`src/rtl/buffer_arb_pkg.sv`:
```
// Shared definitions for the endpoint data buffer arbiter.
// Contents: buffer geometry (DEPTH, ADDR_W, OCC_W) and the ownership FSM state type.
package buffer_arb_pkg;
  localparam int DEPTH  = 64;
  localparam int ADDR_W = 6;
  localparam int OCC_W  = 7;

  // IDLE: empty, no owner. H2E: USB writes / AHB reads. E2H: AHB writes / USB reads.
  typedef enum logic [1:0] {IDLE, H2E, E2H} arb_state_e;
endpackage

```
`src/rtl/buffer_ptr_tracker.sv`:
```
// Write/read pointers and occupancy for the 64-byte endpoint buffer.
// Ports:
//   clk, n_rst         clock, asynchronous active-low reset
//   inc_w, inc_r       advance write / read pointer this edge (granted store / get)
//   sync_clr           synchronous discard: pointers and occupancy to 0
//   wr_ptr, rd_ptr     current pointers (wrap by natural overflow)
//   occupancy          bytes held, 0..DEPTH
//   full, empty        occupancy == DEPTH / occupancy == 0
module buffer_ptr_tracker
  import buffer_arb_pkg::*;
(
  input  logic              clk,
  input  logic              n_rst,
  input  logic              inc_w,
  input  logic              inc_r,
  input  logic              sync_clr,
  output logic [ADDR_W-1:0] wr_ptr,
  output logic [ADDR_W-1:0] rd_ptr,
  output logic [OCC_W-1:0]  occupancy,
  output logic              full,
  output logic              empty
);
  always_ff @(posedge clk or negedge n_rst) begin
    if (!n_rst) begin
      wr_ptr    <= '0;
      rd_ptr    <= '0;
      occupancy <= '0;
    end else if (sync_clr) begin
      wr_ptr    <= '0;
      rd_ptr    <= '0;
      occupancy <= '0;
    end else begin
      wr_ptr <= wr_ptr + ADDR_W'(inc_w);
      rd_ptr <= rd_ptr + ADDR_W'(inc_r);
      // Concurrent store+get leaves occupancy unchanged.
      case ({inc_w, inc_r})
        2'b10:   occupancy <= occupancy + OCC_W'(1);
        2'b01:   occupancy <= occupancy - OCC_W'(1);
        default: occupancy <= occupancy;
      endcase
    end
  end

  assign full  = (occupancy == OCC_W'(DEPTH));
  assign empty = (occupancy == '0);
endmodule

```
`src/rtl/buffer_access_arbiter.sv`:
```
// Arbiter owning the write and read ports of the 64-byte USB endpoint buffer.
// One transfer direction per buffer fill: the first granted store picks the
// writer (USB -> H2E, AHB -> E2H); the opposite side is the only reader until
// the buffer drains back to empty.
// Ports:
//   clk, n_rst                    clock, asynchronous active-low reset
//   ahb_store_req/data, ahb_get_req   AHB side byte write / read requests
//   usb_store_req/data, usb_get_req   USB side byte write / read requests
//   clear, flush                  synchronous discard (flush also clears err_count)
//   *_gnt                         same-cycle grants
//   mem_we/waddr/wdata, mem_raddr buffer RAM ports (read data one cycle after get)
//   buffer_occupancy, full, empty fill state
//   dir_err, ovf_err, unf_err     one-cycle refusal pulses
//   err_count                     saturating error counter, only with BUFFER_ARB_ERR_CNT_EN
module buffer_access_arbiter
  import buffer_arb_pkg::*;
(
  input  logic              clk,
  input  logic              n_rst,
  input  logic              ahb_store_req,
  input  logic [7:0]        ahb_store_data,
  input  logic              ahb_get_req,
  input  logic              usb_store_req,
  input  logic [7:0]        usb_store_data,
  input  logic              usb_get_req,
  input  logic              clear,
  input  logic              flush,
  output logic              ahb_store_gnt,
  output logic              ahb_get_gnt,
  output logic              usb_store_gnt,
  output logic              usb_get_gnt,
  output logic              mem_we,
  output logic [ADDR_W-1:0] mem_waddr,
  output logic [7:0]        mem_wdata,
  output logic [ADDR_W-1:0] mem_raddr,
  output logic [OCC_W-1:0]  buffer_occupancy,
  output logic              full,
  output logic              empty,
  output logic              dir_err,
  output logic              ovf_err,
`ifdef BUFFER_ARB_ERR_CNT_EN
  output logic [7:0]        err_count,
`endif
  output logic              unf_err
);
  arb_state_e state;
  logic       sync_clr, kill, store_gnt, get_gnt;

  assign sync_clr = clear | flush;
  // Reset gates the combinational grants so an in-flight grant drops at once.
  assign kill     = sync_clr | ~n_rst;

  always_comb begin
    usb_store_gnt = 1'b0;
    ahb_store_gnt = 1'b0;
    usb_get_gnt   = 1'b0;
    ahb_get_gnt   = 1'b0;
    dir_err       = 1'b0;
    ovf_err       = 1'b0;
    unf_err       = 1'b0;
    if (!kill) begin
      case (state)
        IDLE: begin
          // USB store wins a tie; the losing AHB store is a direction error.
          if (usb_store_req) begin
            usb_store_gnt = 1'b1;
            dir_err       = ahb_store_req;
          end else if (ahb_store_req) begin
            ahb_store_gnt = 1'b1;
          end
          unf_err = ahb_get_req | usb_get_req;
        end
        H2E: begin
          usb_store_gnt = usb_store_req & ~full;
          ovf_err       = usb_store_req & full;
          ahb_get_gnt   = ahb_get_req & ~empty;
          unf_err       = ahb_get_req & empty;
          dir_err       = ahb_store_req | usb_get_req;
        end
        E2H: begin
          ahb_store_gnt = ahb_store_req & ~full;
          ovf_err       = ahb_store_req & full;
          usb_get_gnt   = usb_get_req & ~empty;
          unf_err       = usb_get_req & empty;
          dir_err       = usb_store_req | ahb_get_req;
        end
        default: ;
      endcase
    end
  end

  assign store_gnt = usb_store_gnt | ahb_store_gnt;
  assign get_gnt   = usb_get_gnt | ahb_get_gnt;
  assign mem_we    = store_gnt;
  assign mem_wdata = usb_store_gnt ? usb_store_data :
                     ahb_store_gnt ? ahb_store_data : 8'h00;

  buffer_ptr_tracker u_ptr (
    .clk       (clk),
    .n_rst     (n_rst),
    .inc_w     (store_gnt),
    .inc_r     (get_gnt),
    .sync_clr  (sync_clr),
    .wr_ptr    (mem_waddr),
    .rd_ptr    (mem_raddr),
    .occupancy (buffer_occupancy),
    .full      (full),
    .empty     (empty)
  );

  always_ff @(posedge clk or negedge n_rst) begin
    if (!n_rst) begin
      state <= IDLE;
    end else if (sync_clr) begin
      state <= IDLE;
    end else begin
      case (state)
        IDLE: begin
          if (usb_store_gnt)      state <= H2E;
          else if (ahb_store_gnt) state <= E2H;
        end
        H2E, E2H: begin
          // Release ownership when the last byte leaves and nothing refills it.
          if (get_gnt && !store_gnt && buffer_occupancy == OCC_W'(1)) state <= IDLE;
        end
        default: state <= IDLE;
      endcase
    end
  end

`ifdef BUFFER_ARB_ERR_CNT_EN
  always_ff @(posedge clk or negedge n_rst) begin
    if (!n_rst)                                    err_count <= 8'h00;
    else if (flush)                                err_count <= 8'h00;
    else if ((dir_err | ovf_err | unf_err) && err_count != 8'hFF)
                                                   err_count <= err_count + 8'h01;
  end
`endif
endmodule
```
`config.mk`:
```
export PLATFORM = sky130hd
export DESIGN_NAME = buffer_access_arbiter
export DESIGN_NICKNAME = d
export VERILOG_FILES = /design/src/rtl/buffer_arb_pkg.sv /design/src/rtl/buffer_ptr_tracker.sv /design/src/rtl/buffer_access_arbiter.sv
export SDC_FILE = /design/constraint.sdc
export NUM_CORES = 1
export LEC_CHECK = 0
export ABC_CLOCK_PERIOD_IN_PS = 3600
export BUFFER_PORTS_ARGS = -buffer_cell sky130_fd_sc_hd__buf_4
export CELL_PAD_IN_SITES_DETAIL_PLACEMENT = 0
export CELL_PAD_IN_SITES_GLOBAL_PLACEMENT = 2
export CORE_MARGIN = 4
export CORE_UTILIZATION = 29
export CTS_BUF_LIST = sky130_fd_sc_hd__clkbuf_2
export CTS_CLUSTER_DIAMETER = 200
export DETAILED_ROUTE_END_ITERATION = 7
export GPL_TIMING_DRIVEN = 0
export PLACE_DENSITY = 0.8
export SYNTH_ARGS = -nofsm -noshare
export SYNTH_HDL_FRONTEND = slang
export SYNTH_SLANG_ARGS = --single-unit
```
`constraint.sdc`:
```
create_clock -name clk -period 3.6 [get_ports clk]
set_clock_uncertainty 0.1 [all_clocks]
set_input_delay 1.08 -clock clk [delete_from_list [all_inputs] [get_ports clk]]
set_output_delay 1.08 -clock clk [all_outputs]
set_load 0.03 [all_outputs]
```
Word-level counts from Yosys, hierarchy flattened
Index checks and enable logic that the tools add are counted.
{"block": "word_totals", "ff_bits": 21, "in_bits": 24, "output_inout_bits": 37}
{"block": "op_classes", "mux": 29, "bitwise": 18, "eq_ne": 8, "reduce_logical": 8, "add_sub_neg": 4}
{"cell": "8-bit 2-to-1 mux", "n": 2}
{"cell": "7-bit one-hot mux with 2 select lines", "n": 1}
{"cell": "1-bit 2-to-1 mux", "n": 13}
{"cell": "6-bit by 1-bit adder with 6-bit output", "n": 2}
{"cell": "6-bit 2-to-1 mux", "n": 2}
{"cell": "1-bit AND", "n": 8}
{"cell": "2-bit 2-to-1 mux", "n": 4}
{"cell": "7-bit by 1-bit adder with 7-bit output, second input constant", "n": 1}
{"cell": "7-bit by 1-bit == test with 1-bit output, second input constant", "n": 1}
{"cell": "7-bit == test, second input constant", "n": 1}
{"cell": "7-bit zero test", "n": 1}
{"cell": "7-bit 2-to-1 mux", "n": 1}
{"cell": "1-bit OR", "n": 7}
{"cell": "7-bit by 1-bit subtractor with 7-bit output, second input constant", "n": 1}
{"cell": "1-bit one-hot mux with 2 select lines", "n": 3}
{"cell": "1-bit one-hot mux with 3 select lines", "n": 2}
{"cell": "2-bit by 1-bit == test with 1-bit output, second input constant", "n": 2}
{"cell": "2-bit == test, second input constant", "n": 2}
{"cell": "4-bit != test, second input constant", "n": 1}
{"cell": "2-bit one-hot mux with 2 select lines", "n": 1}
{"cell": "3-bit != test, second input constant", "n": 1}
{"cell": "1-bit inverter", "n": 3}
{"cell": "3-bit nonzero test", "n": 1}
{"cell": "1-bit logical AND", "n": 2}
{"cell": "other kinds (4)", "n": 4}

Longest topological paths before layout
Gate-level depths: netlist (run 1).
{"block": "depth", "word_depth": 12, "depth_mapped": 12}

Cells and area by module
Synthesis (run 1) repeated with hierarchy kept, for this count alone.
{"block": "hier_totals", "hier_cells": 165, "hier_area_um2": 1525.2}
{"mod": "buffer_ptr_tracker", "area_per_inst_um2": 1012.2, "seq_area_each_um2": 475.5, "cells_each": 102, "instances": 1}
{"mod": "buffer_access_arbiter", "area_per_inst_um2": 513.0, "seq_area_each_um2": 50.0, "cells_each": 63, "instances": 1}

Worst setup path after synthesis (run 1)
No wires, ideal clock.
{"block": "synth_timing", "kind": "flip-flop to output port", "start": "register u_ptr.occupancy[2]", "end": "output port unf_err", "path_slack_ps": -770, "path_buffers": 1, "stages_incl_launch_ff": 6, "arrival_ps": 3190, "cell_sequence": "dfrtp_1 or3_1 buf_4 nor3_4 o211ai_1 a2111oi_0"}
{"block": "synth_via", "elab_chain_cells": 4}
{"item": "start: declaration", "line": "buffer_ptr_tracker.sv:19", "text": "output logic [OCC_W-1:0] occupancy,"}
{"item": "start signal: assignment", "line": "buffer_ptr_tracker.sv:37", "text": "2'b10: occupancy <= occupancy + OCC_W'(1);"}
{"item": "start signal: assignment", "line": "buffer_ptr_tracker.sv:38", "text": "2'b01: occupancy <= occupancy - OCC_W'(1);"}
{"item": "start signal: assignment", "line": "buffer_ptr_tracker.sv:39", "text": "default: occupancy <= occupancy;"}
{"item": "7-bit zero test *", "line": "buffer_ptr_tracker.sv:45", "text": "assign empty = (occupancy == '0);"}
{"item": "via empty", "line": "buffer_access_arbiter.sv:38", "text": "output logic empty,"}
{"item": "1-bit AND (on tied branches)", "line": "buffer_access_arbiter.sv:84, buffer_access_arbiter.sv:77"}
{"item": "1-bit one-hot mux with 3 select lines *", "line": "buffer_access_arbiter.sv:62", "text": "case (state)"}
{"item": "1-bit 2-to-1 mux *", "line": "buffer_access_arbiter.sv:61", "text": "if (!kill) begin"}
{"item": "end: declaration", "line": "buffer_access_arbiter.sv:44", "text": "output logic unf_err"}
The timed path passes the listed nets; every way through them passes the cells marked *.

Worst setup path in the final report (run 1)
{"block": "layout_timing", "start": "input port clear", "end": "output port mem_wdata[5]"}
{"block": "layout_via", "elab_chain_cells": 5}
{"item": "start: declaration", "line": "buffer_access_arbiter.sv:26", "text": "input logic clear,"}
{"item": "1-bit OR *", "line": "buffer_access_arbiter.sv:49", "text": "assign sync_clr = clear | flush;"}
{"item": "1-bit OR *", "line": "buffer_access_arbiter.sv:51", "text": "assign kill = sync_clr | ~n_rst;"}
{"item": "1-bit 2-to-1 mux", "line": "buffer_access_arbiter.sv:61"}
{"item": "8-bit 2-to-1 mux", "line": "buffer_access_arbiter.sv:96", "text": "ahb_store_gnt ? ahb_store_data : 8'h00;"}
{"item": "8-bit 2-to-1 mux *", "line": "buffer_access_arbiter.sv:95", "text": "assign mem_wdata = usb_store_gnt ? usb_store_data :"}
{"item": "end: declaration", "line": "buffer_access_arbiter.sv:34", "text": "output logic [7:0] mem_wdata,"}
Every way passes the cells marked *; elsewhere a longest branch is shown, timed or not.

==> impl_metrics.env, run 1 <==
export IMPL_slew_violations=0
export IMPL_worstHoldPathType="in -> async"
export IMPL_grtUsageTotal_pct=14.8
export IMPL_seq_area_frac_synth_pct=32.9
export IMPL_drt_iter0_drc=89
export IMPL_fin_hold_ws_ns=0.390
export IMPL_antenna_cells=0
export IMPL_clockBufferDepth=2
export IMPL_ir_drop_uv=110
export IMPL_setup_violations_final=0
export IMPL_synth_top_cell_area_share_pct=32.9
export IMPL_grt_pass1_vias=1592
export IMPL_fin_nets=292
export IMPL_drt_pass1_iter_count=4
export IMPL_hold_violations=0
export IMPL_syn_inst=177
export IMPL_final_common_cell="buf_4"
export IMPL_status="finished, final reports clean"
export IMPL_p_sw_uw=124
export IMPL_vias_per_cell=4.89
export IMPL_std_cell_rows=26
export IMPL_p_comb_share_pct=23.7
export IMPL_reg2reg_slack_ns=0.98
export IMPL_portBuffers=59
export IMPL_synthDistinctLibCells=51
export IMPL_critical_path_max_stage_delay_ns=0.27
export IMPL_crit_fanout=8
export IMPL_ctsRootBufferMaster="clkbuf_2"
export IMPL_ys_seq_elements=21
export IMPL_pwr_share_seq_pct=53.9
export IMPL_cts_clk_slew_worst_paths_ns=0.19
export IMPL_grt_max_degree=14
export IMPL_required_ns=2.42
export IMPL_hpwl_um=3450
export IMPL_p_leak_uw=0.00112
export IMPL_synth_area_leaders="dfrtp_1, ha_1, a22o_1"
export IMPL_max_cap_violations=0
export IMPL_cts_hold_buf=0
export IMPL_synth_edf_count=0
export IMPL_dieArea_um2=6760
export IMPL_die_w_um=82.2
export IMPL_area_delta_synth_final_pct=50.4
export IMPL_critPathKind="in -> out"
export IMPL_fmaxAchievable_mhz=284
export IMPL_rsz0062_at_grt="yes"
export IMPL_clock_latency_ns=0.32
export IMPL_pwr_density_cell_nw_per_um2=184
export IMPL_wl_per_cell_um=14.6
export IMPL_clockPowerShare_pct=22.4
export IMPL_drc=0
export IMPL_post_dp_cell_area_um2=2150
export IMPL_die_y_um=82.2
export IMPL_path_cells="buf_8, nor3b_4, buf_6, nand2_4, a21oi_4, nor2b_4, a22o_1, buf_4"
export IMPL_cts_sinks=21
export IMPL_overflow=0
export IMPL_ios=61
export IMPL_layout_min_cycle_time_ns=3.52
export IMPL_grt_pass1_wl_um=7820
export IMPL_drive_gt1_share_pct=40.2
export IMPL_most_common_layout_cells="buf_4, nor2_1, dfrtp_1"
export IMPL_ant_nets=0
export IMPL_final_area_um2=2400
export IMPL_tightest_slew_ns=0.809
export IMPL_timing_final_crit_share_pct=97.8
export IMPL_internal_power_uw=318
export IMPL_critPathCaptureType="primary output"
export IMPL_swShare_pct=28.1
export IMPL_cts_htree_levels=1
export IMPL_syn_num_nets=212
export IMPL_start_kind="input pin"
export IMPL_path_buf_inv=3
export IMPL_critPathTopFamily="simple AND/OR/NAND/NOR gates"
export IMPL_synthArstFlopShare_pct=100
export IMPL_grt_use_met2_pct=24.4
export IMPL_relSlewSlack_pct=45.9
export IMPL_vias=1595
export IMPL_routabilityCongestion=0.757
export IMPL_start_util_pct=30.5
export IMPL_top_usage_layer="met2"
export IMPL_critPathSlowestCell="nor2b_4"
export IMPL_antenna_found_initial=0
export IMPL_arrival_ns=2.34
export IMPL_tritoncts="built"
export IMPL_synth_flop_cell="dfrtp_1"
export IMPL_met1_usage_pct=20.8
export IMPL_numCtsBuffers=3
export IMPL_yosysWarnings=0
export IMPL_met3_usage_pct=2.49
export IMPL_synthesis_area_um2=1600
export IMPL_yosysTopAreaCell="dfrtp_1"
export IMPL_drt_wl_total_um=4760
export IMPL_core_um2=5240
export IMPL_synth_avg_cell_area_um2=9.03
-- sequential cells by signal (all words and copies together), names as in the netlist --
signal / flops
u_ptr.rd_ptr: 6
u_ptr.occupancy: 7
state: 2
u_ptr.wr_ptr: 6
-- cells by family (layout without fill, tap and decap cells) --
kind of cell	Yosys count	in the layout	share of synthesized area [%]
AOI/OAI and AO/OA	40	40	18.8
and+or+nand+nor	79	79	28.4
DFF	21	21	32.9
xor gates and xnor gates	10	10	5.48
muxes	4	4	2.51
adders and majority gates	11	11	8.61
buffers and inverters	12	91	3.29
-- cells in the mapped netlist (2+ instances only) --
library cell  number
a21oi_1            4
a22o_1             9
and2_1             5
and3_1             2
buf_2              2
clkbuf_1           2
dfrtp_1           21
ha_1              11
inv_1              6
mux2i_1            4
nand2_1           14
nand2b_1           3
nand3_1           10
nand4_1            4
nor2_1            19
nor3_1             4
nor3_4             2
nor3b_1            2
o211ai_1           3
o21ai_0            6
o21ai_1            3
o2bb2ai_1          2
or3_1              3
xnor2_1            6
xor2_1             4
-- worst paths after layout --
path / startpoint / end / cells after the start
worst min register to register: u_ptr.wr_ptr[5] / u_ptr.wr_ptr[5] / 2
max in group asynchronous: n_rst / u_ptr.occupancy[3] / 1
worst max register to register: state[0] / u_ptr.wr_ptr[4] / 12
worst min-delay path: n_rst / u_ptr.occupancy[6] / 1
worst max-delay path: clear / mem_wdata[5] / 8
min in group clk: u_ptr.wr_ptr[5] / u_ptr.wr_ptr[5] / 2
-- per-layer routing --
metal  routed length (µm)  vias to the layer above
li1                     -                      805
met3                  189                        2
met2                 2360                       32
met1                 2180                      756
met4                   28                        0
met5                    0                        -
-- power by group through the flow --
| stage | Clock (µW) | Combinational, µW | Sequential, µW |
|---|---|---|---|
| 6_report | 99.3 | 105 | 238 |
| 2_1_floorplan | 0 | 42.0 | 244 |
| 4_1_cts | 106 | 97.1 | 239 |
| 5_1_grt | 113 | 115 | 239 |
| 3_3_place_gp | 0 | 85.7 | 243 |
| 3_5_place_dp | 0 | 86.1 | 243 |
-- layout make-up --
type | count | area [µm²]
Buffer | 4 | 20.0
Clock buffer | 4 | 20.0
Fill cell | 526 | 2840
Inverter | 7 | 27.5
Multi-Input combinational cell | 144 | 1080
Sequential cell | 21 | 529
Tap cell | 70 | 87.6
Timing Repair Buffer | 76 | 642
-- stage by stage --
| stage | cells | power [µW] | TNS (ns) | worst slack [ns] | utilization [%] |
|---|---|---|---|---|---|
| detailed placement | 306 | 329 | -4.45 | -0.522 | 41.1 |
| global route | 326 | 466 | -0.0801 | -0.0192 | 45.9 |
| finish | 326 | 443 | 0 | 0.0791 | 45.9 |
| global placement | 306 | 329 | -4.43 | -0.516 | 41.1 |
| CTS | 316 | 442 | 0 | 0.00295 | 43.5 |
| floorplan | 177 | 286 | -0.00575 | -0.00575 | - |
-- what timing repair did --
action / CTS / global route
pin swaps: 0 / 4
setup endpoints to repair: 10 / 10
gates cloned: 1 / 0
hold endpoints to repair: 0 / 0
buffers inserted: 5 / 11
gates resized for setup: 11 / 15
No activity file was read; power rests on OpenSTA's default activity.
==> inputs of run 2 (changes only) <==
--- a/config.mk
+++ b/config.mk
@@ -16,6 +16,7 @@
 export DETAILED_ROUTE_END_ITERATION = 7
 export GPL_TIMING_DRIVEN = 0
 export PLACE_DENSITY = 0.8
+export REMOVE_ABC_BUFFERS = 1
 export SYNTH_ARGS = -nofsm -noshare
 export SYNTH_HDL_FRONTEND = slang
 export SYNTH_SLANG_ARGS = --single-unit
==> impl_metrics.env, run 2 (synthesis results as in run 1) <==
export IMPL_dieArea_um2=6760
export IMPL_tritoncts="built"
export IMPL_crit_fanout=8
export IMPL_hpwl_um=3310
export IMPL_status="finished, final reports clean"
export IMPL_antenna_found_initial=0
export IMPL_p_leak_uw=0.00106
export IMPL_pwr_density_cell_nw_per_um2=187
export IMPL_die_w_um=82.2
export IMPL_drt_wl_total_um=4410
export IMPL_clock_latency_ns=0.33
export IMPL_fin_tns_setup_ns=0
export IMPL_drt_pass1_iter_count=4
export IMPL_setup_violations_final=0
export IMPL_wl_per_cell_um=13.9
export IMPL_relSlewSlack_pct=50.0
export IMPL_core_um2=5240
export IMPL_drive_gt1_share_pct=38.7
export IMPL_cts_hold_buf=0
export IMPL_start_util_pct=30.5
export IMPL_drt_iter0_drc=96
export IMPL_reg_top3="u_ptr.occupancy (7), u_ptr.rd_ptr (6), u_ptr.wr_ptr (6)"
export IMPL_cts_clk_slew_worst_paths_ns=0.19
export IMPL_vias=1598
export IMPL_critPathCaptureType="primary output"
export IMPL_path_cells="buf_4, nor3b_4, nand2_1, a21oi_2, nor2b_4, a22o_1, buf_4"
export IMPL_critical_path_max_stage_delay_ns=0.28
export IMPL_vias_per_cell=5.03
export IMPL_die_y_um=82.2
export IMPL_ios=61
export IMPL_largest_register="u_ptr.occupancy"
export IMPL_critPathTopFamily="simple AND/OR/NAND/NOR gates"
export IMPL_cts_htree_levels=1
export IMPL_max_cap_violations=0
export IMPL_start_kind="input pin"
export IMPL_grt_pass1_vias=1502
export IMPL_worstHoldPathType="in -> async"
export IMPL_critPathSlowestCell="nor3b_4"
export IMPL_slew_violations=0
export IMPL_hold_violations=0
export IMPL_grt_max_degree=26
export IMPL_portBuffers=60
export IMPL_grtUsageTotal_pct=13.1
export IMPL_largest_reg_flops=7
export IMPL_arrival_ns=2.32
export IMPL_area_delta_synth_final_pct=44.6
export IMPL_antenna_cells=0
export IMPL_drc=0
export IMPL_fin_nets=284
export IMPL_ir_drop_uv=109
export IMPL_layout_min_cycle_time_ns=3.50
export IMPL_finalPower_uw=432
export IMPL_numCtsBuffers=3
export IMPL_timing_final_crit_share_pct=97.4
export IMPL_fmaxAchievable_mhz=285
export IMPL_most_common_layout_cells="buf_4, nor2_1, dfrtp_1"
export IMPL_cpMostUsedCell="buf_4"
export IMPL_required_ns=2.42
export IMPL_cts_sinks=21
export IMPL_critPathKind="in -> out"
export IMPL_reg2reg_slack_ns=0.97
export IMPL_std_cell_rows=26
export IMPL_clockBufferDepth=2
export IMPL_path_buf_inv=2
export IMPL_routabilityCongestion=0.806
export IMPL_overflow=0
export IMPL_ctsRootBufferMaster="clkbuf_2"
export IMPL_ant_nets=0
export IMPL_final_common_cell="buf_4"
export IMPL_tightest_slew_ns=0.747
export IMPL_grt_pass1_wl_um=7070
==> run 2: cell count changes in the layout (fill, tap and decap cells not counted), sizes merged <==
cell    change
clkinv      +1
clkbuf      -2
buf         -6
bufbuf      -1
==> run 2: path summary, 6_finish.rpt <==
kind | start | endpoint | cells after the start
min in group clk | u_ptr.wr_ptr[5] | u_ptr.wr_ptr[5] | 2
max in group asynchronous | n_rst | u_ptr.occupancy[1] | 1
worst min register to register | u_ptr.wr_ptr[5] | u_ptr.wr_ptr[5] | 2
worst max-delay path | flush | mem_wdata[4] | 7
worst max register to register | u_ptr.occupancy[1] | u_ptr.wr_ptr[4] | 11
worst min-delay path | n_rst | u_ptr.rd_ptr[2] | 1
==> run 2: layer usage <==
layer	track usage, %	share of wire [%]	up-vias
met1	18.7	47	764
li1	-	-	789
met4	1.50	0.43	0
met3	2.39	4.8	2
met2	21.2	48	43
met5	0	0	-
==> run 2: timing repair <==
item	in CTS	in global routing
pin swaps	1	2
setup endpoints to repair	12	10
gates resized for setup	11	10
cloned	0	1
hold endpoints to repair	0	0
buffers inserted	5	6
==> run 2: final cells by class <==
cell class              count  area, µm²
fillers                   533       2930
multi-input cells         144       1070
repair buffers             72        578
flip-flops and latches     21        531
well taps                  70       87.6
inverters                   7       27.5
clock buffers               3       15.0
clock inverters             1       5.00
==> run 2: through the flow <==
step / hold slack [ns] / worst slack [ns] / area [µm²] / std cells / utilization (%)
after global routing: 0.362 / -0.00589 / 2310 / 318 / 44.1
after global placement: 0.435 / -0.703 / 2110 / 302 / 40.3
after detailed placement: 0.438 / -0.699 / 2110 / 302 / 40.3
after CTS: 0.404 / 0.00580 / 2210 / 311 / 42.2
after floorplan: 0.410 / -0.786 / 1570 / 172 / -
final: 0.413 / 0.0954 / 2310 / 318 / 44.1
==> run 2: power by group <==
group | internal, µW | total (µW) | switching, µW
Combinational | 46.0 | 95.9 | 49.8
Sequential | 237 | 239 | 1.35
Clock | 25.2 | 97.8 | 72.6
Total | 309 | 432 | 124
==> inputs of run 3 (changes only) <==
--- a/config.mk
+++ b/config.mk
@@ -7,16 +7,18 @@
 export LEC_CHECK = 0
 export ABC_CLOCK_PERIOD_IN_PS = 3600
 export BUFFER_PORTS_ARGS = -buffer_cell sky130_fd_sc_hd__buf_4
+export CAP_MARGIN = 20
 export CELL_PAD_IN_SITES_DETAIL_PLACEMENT = 0
 export CELL_PAD_IN_SITES_GLOBAL_PLACEMENT = 2
 export CORE_MARGIN = 4
-export CORE_UTILIZATION = 29
+export CORE_UTILIZATION = 25
 export CTS_BUF_LIST = sky130_fd_sc_hd__clkbuf_2
 export CTS_CLUSTER_DIAMETER = 200
 export DETAILED_ROUTE_END_ITERATION = 7
 export GPL_TIMING_DRIVEN = 0
-export PLACE_DENSITY = 0.8
+export PLACE_DENSITY = 0.7
 export REMOVE_ABC_BUFFERS = 1
+export SLEW_MARGIN = 20
 export SYNTH_ARGS = -nofsm -noshare
 export SYNTH_HDL_FRONTEND = slang
 export SYNTH_SLANG_ARGS = --single-unit
==> impl_metrics.env, run 3 (synthesis results as in run 1) <==
export IMPL_status="finished, final reports clean"
export IMPL_dieArea_um2=7730
export IMPL_p_leak_uw=0.00107
export IMPL_fin_tns_setup_ns=0
export IMPL_antenna_found_initial=0
export IMPL_wl_per_cell_um=14.9
export IMPL_largest_register="u_ptr.occupancy"
export IMPL_fillers=642
export IMPL_cts_sinks=21
export IMPL_pwr_density_cell_nw_per_um2=188
export IMPL_fin_nets=287
export IMPL_portBuffers=60
export IMPL_cpMostUsedCell="buf_4"
export IMPL_clock_latency_ns=0.34
export IMPL_met3_usage_pct=2.07
export IMPL_fmaxAchievable_mhz=285
export IMPL_grt_max_degree=26
export IMPL_cts_clk_slew_worst_paths_ns=0.22
export IMPL_critPathSlowestCell="nor3b_4"
export IMPL_slew_violations=0
export IMPL_ant_nets=0
export IMPL_overflow=0
export IMPL_ctsRootBufferMaster="clkbuf_2"
export IMPL_tritoncts="built"
export IMPL_cts_htree_levels=1
export IMPL_critPathKind="in -> out"
export IMPL_die_y_um=87.9
export IMPL_final_common_cell="buf_4"
export IMPL_setup_ws_ns=0.0937
export IMPL_timing_final_crit_share_pct=97.4
export IMPL_met1_usage_pct=16.1
export IMPL_drt_pass1_iter_count=4
export IMPL_critical_path_max_stage_delay_ns=0.25
export IMPL_drc=0
export IMPL_critPathTopFamily="buffers and inverters"
export IMPL_relSlewSlack_pct=47.6
export IMPL_die_w_um=87.9
export IMPL_grt_pass1_vias=1491
export IMPL_critPathCaptureType="primary output"
export IMPL_drt_wl_total_um=4840
export IMPL_hpwl_um=3630
export IMPL_setup_violations_final=0
export IMPL_grtUsageTotal_pct=12.6
export IMPL_grt_use_met2_pct=22.5
export IMPL_reg_top3="u_ptr.occupancy (7), u_ptr.rd_ptr (6), u_ptr.wr_ptr (6)"
export IMPL_vias=1577
export IMPL_vias_per_cell=4.84
export IMPL_ir_drop_uv=102
export IMPL_rsz0062_at_grt="no"
export IMPL_area_delta_synth_final_pct=48.1
export IMPL_worstHoldPathType="in -> async"
export IMPL_largest_reg_flops=7
export IMPL_arrival_ns=2.33
export IMPL_grt_pass1_wl_um=7720
export IMPL_crit_fanout=8
export IMPL_antenna_cells=0
export IMPL_layout_min_cycle_time_ns=3.51
export IMPL_fin_hold_ws_ns=0.390
export IMPL_start_kind="input pin"
export IMPL_ios=61
export IMPL_max_cap_violations=0
export IMPL_most_common_layout_cells="buf_4, nor2_1, dfrtp_1"
export IMPL_numCtsBuffers=3
export IMPL_top_usage_layer="met2"
export IMPL_required_ns=2.42
export IMPL_clockBufferDepth=2
export IMPL_place_ws_ns=-0.766
export IMPL_start_util_pct=26.4
export IMPL_cts_hold_buf=0
export IMPL_path_buf_inv=3
export IMPL_path_cells="buf_4, nor3b_4, buf_6, nand2_2, a21oi_4, nor2b_4, a22o_1, buf_4"
export IMPL_reg2reg_slack_ns=1.07
export IMPL_tightest_slew_ns=0.783
export IMPL_std_cell_rows=28
export IMPL_hold_violations=0
export IMPL_routabilityCongestion=0.711
export IMPL_drt_iter0_drc=42
export IMPL_core_um2=6060
export IMPL_drive_gt1_share_pct=40.6
==> run 3: path summary, 6_finish.rpt <==
check / from / end / depth (start not counted)
min in group clk: u_ptr.occupancy[3] / u_ptr.occupancy[3] / 1
setup / recovery: clear / mem_wdata[1] / 8
setup reg to reg: u_ptr.occupancy[0] / u_ptr.wr_ptr[4] / 11
max in group asynchronous: n_rst / u_ptr.occupancy[0] / 1
hold / removal: n_rst / state[1] / 1
hold reg to reg: u_ptr.occupancy[3] / u_ptr.occupancy[3] / 1
==> run 3: metal layers <==
| metal | part of all wire [%] | vias to the layer above |
|---|---|---|
| li1 | - | 794 |
| met1 | 45 | 759 |
| met2 | 51 | 22 |
| met3 | 3.4 | 2 |
| met4 | 0.81 | 0 |
| met5 | 0 | - |
==> run 3: through the flow <==
| step | cell area, µm² | util (%) | cells | power, µW |
|---|---|---|---|---|
| 6_report | 2370 | 39.0 | 326 | 445 |
| 5_1_grt | 2370 | 39.0 | 326 | 470 |
| 4_1_cts | 2240 | 36.9 | 318 | 444 |
| 3_5_place_dp | 2120 | 34.9 | 307 | 327 |
| 3_3_place_gp | 2120 | 34.9 | 307 | 328 |
| 2_1_floorplan | 1570 | - | 172 | 282 |
==> run 3: repair_timing <==
action / CTS / global route
gates resized for setup: 13 / 13
cloned: 0 / 1
pin swaps: 1 / 3
endpoints found under the setup margin: 12 / 10
buffers inserted: 7 / 7
==> run 3: where the power goes <==
| group | internal, µW | switching, µW | leakage (µW) |
|---|---|---|---|
| Combinational | 47.5 | 52.4 | 0.000771 |
| Clock | 25.2 | 81.4 | 0.0000164 |
| Sequential | 238 | 1.04 | 0.000286 |
==> run 3: area by class of cell <==
cell class,count,area [µm²],share of cell area [%]
multi-input cells,144,1080,45.7
repair buffers,75,612,25.9
flip-flops and latches,21,531,22.4
well taps,75,93.8,3.97
inverters,7,27.5,1.16
clock buffers,3,15.0,0.635
clock inverters,1,5.00,0.212
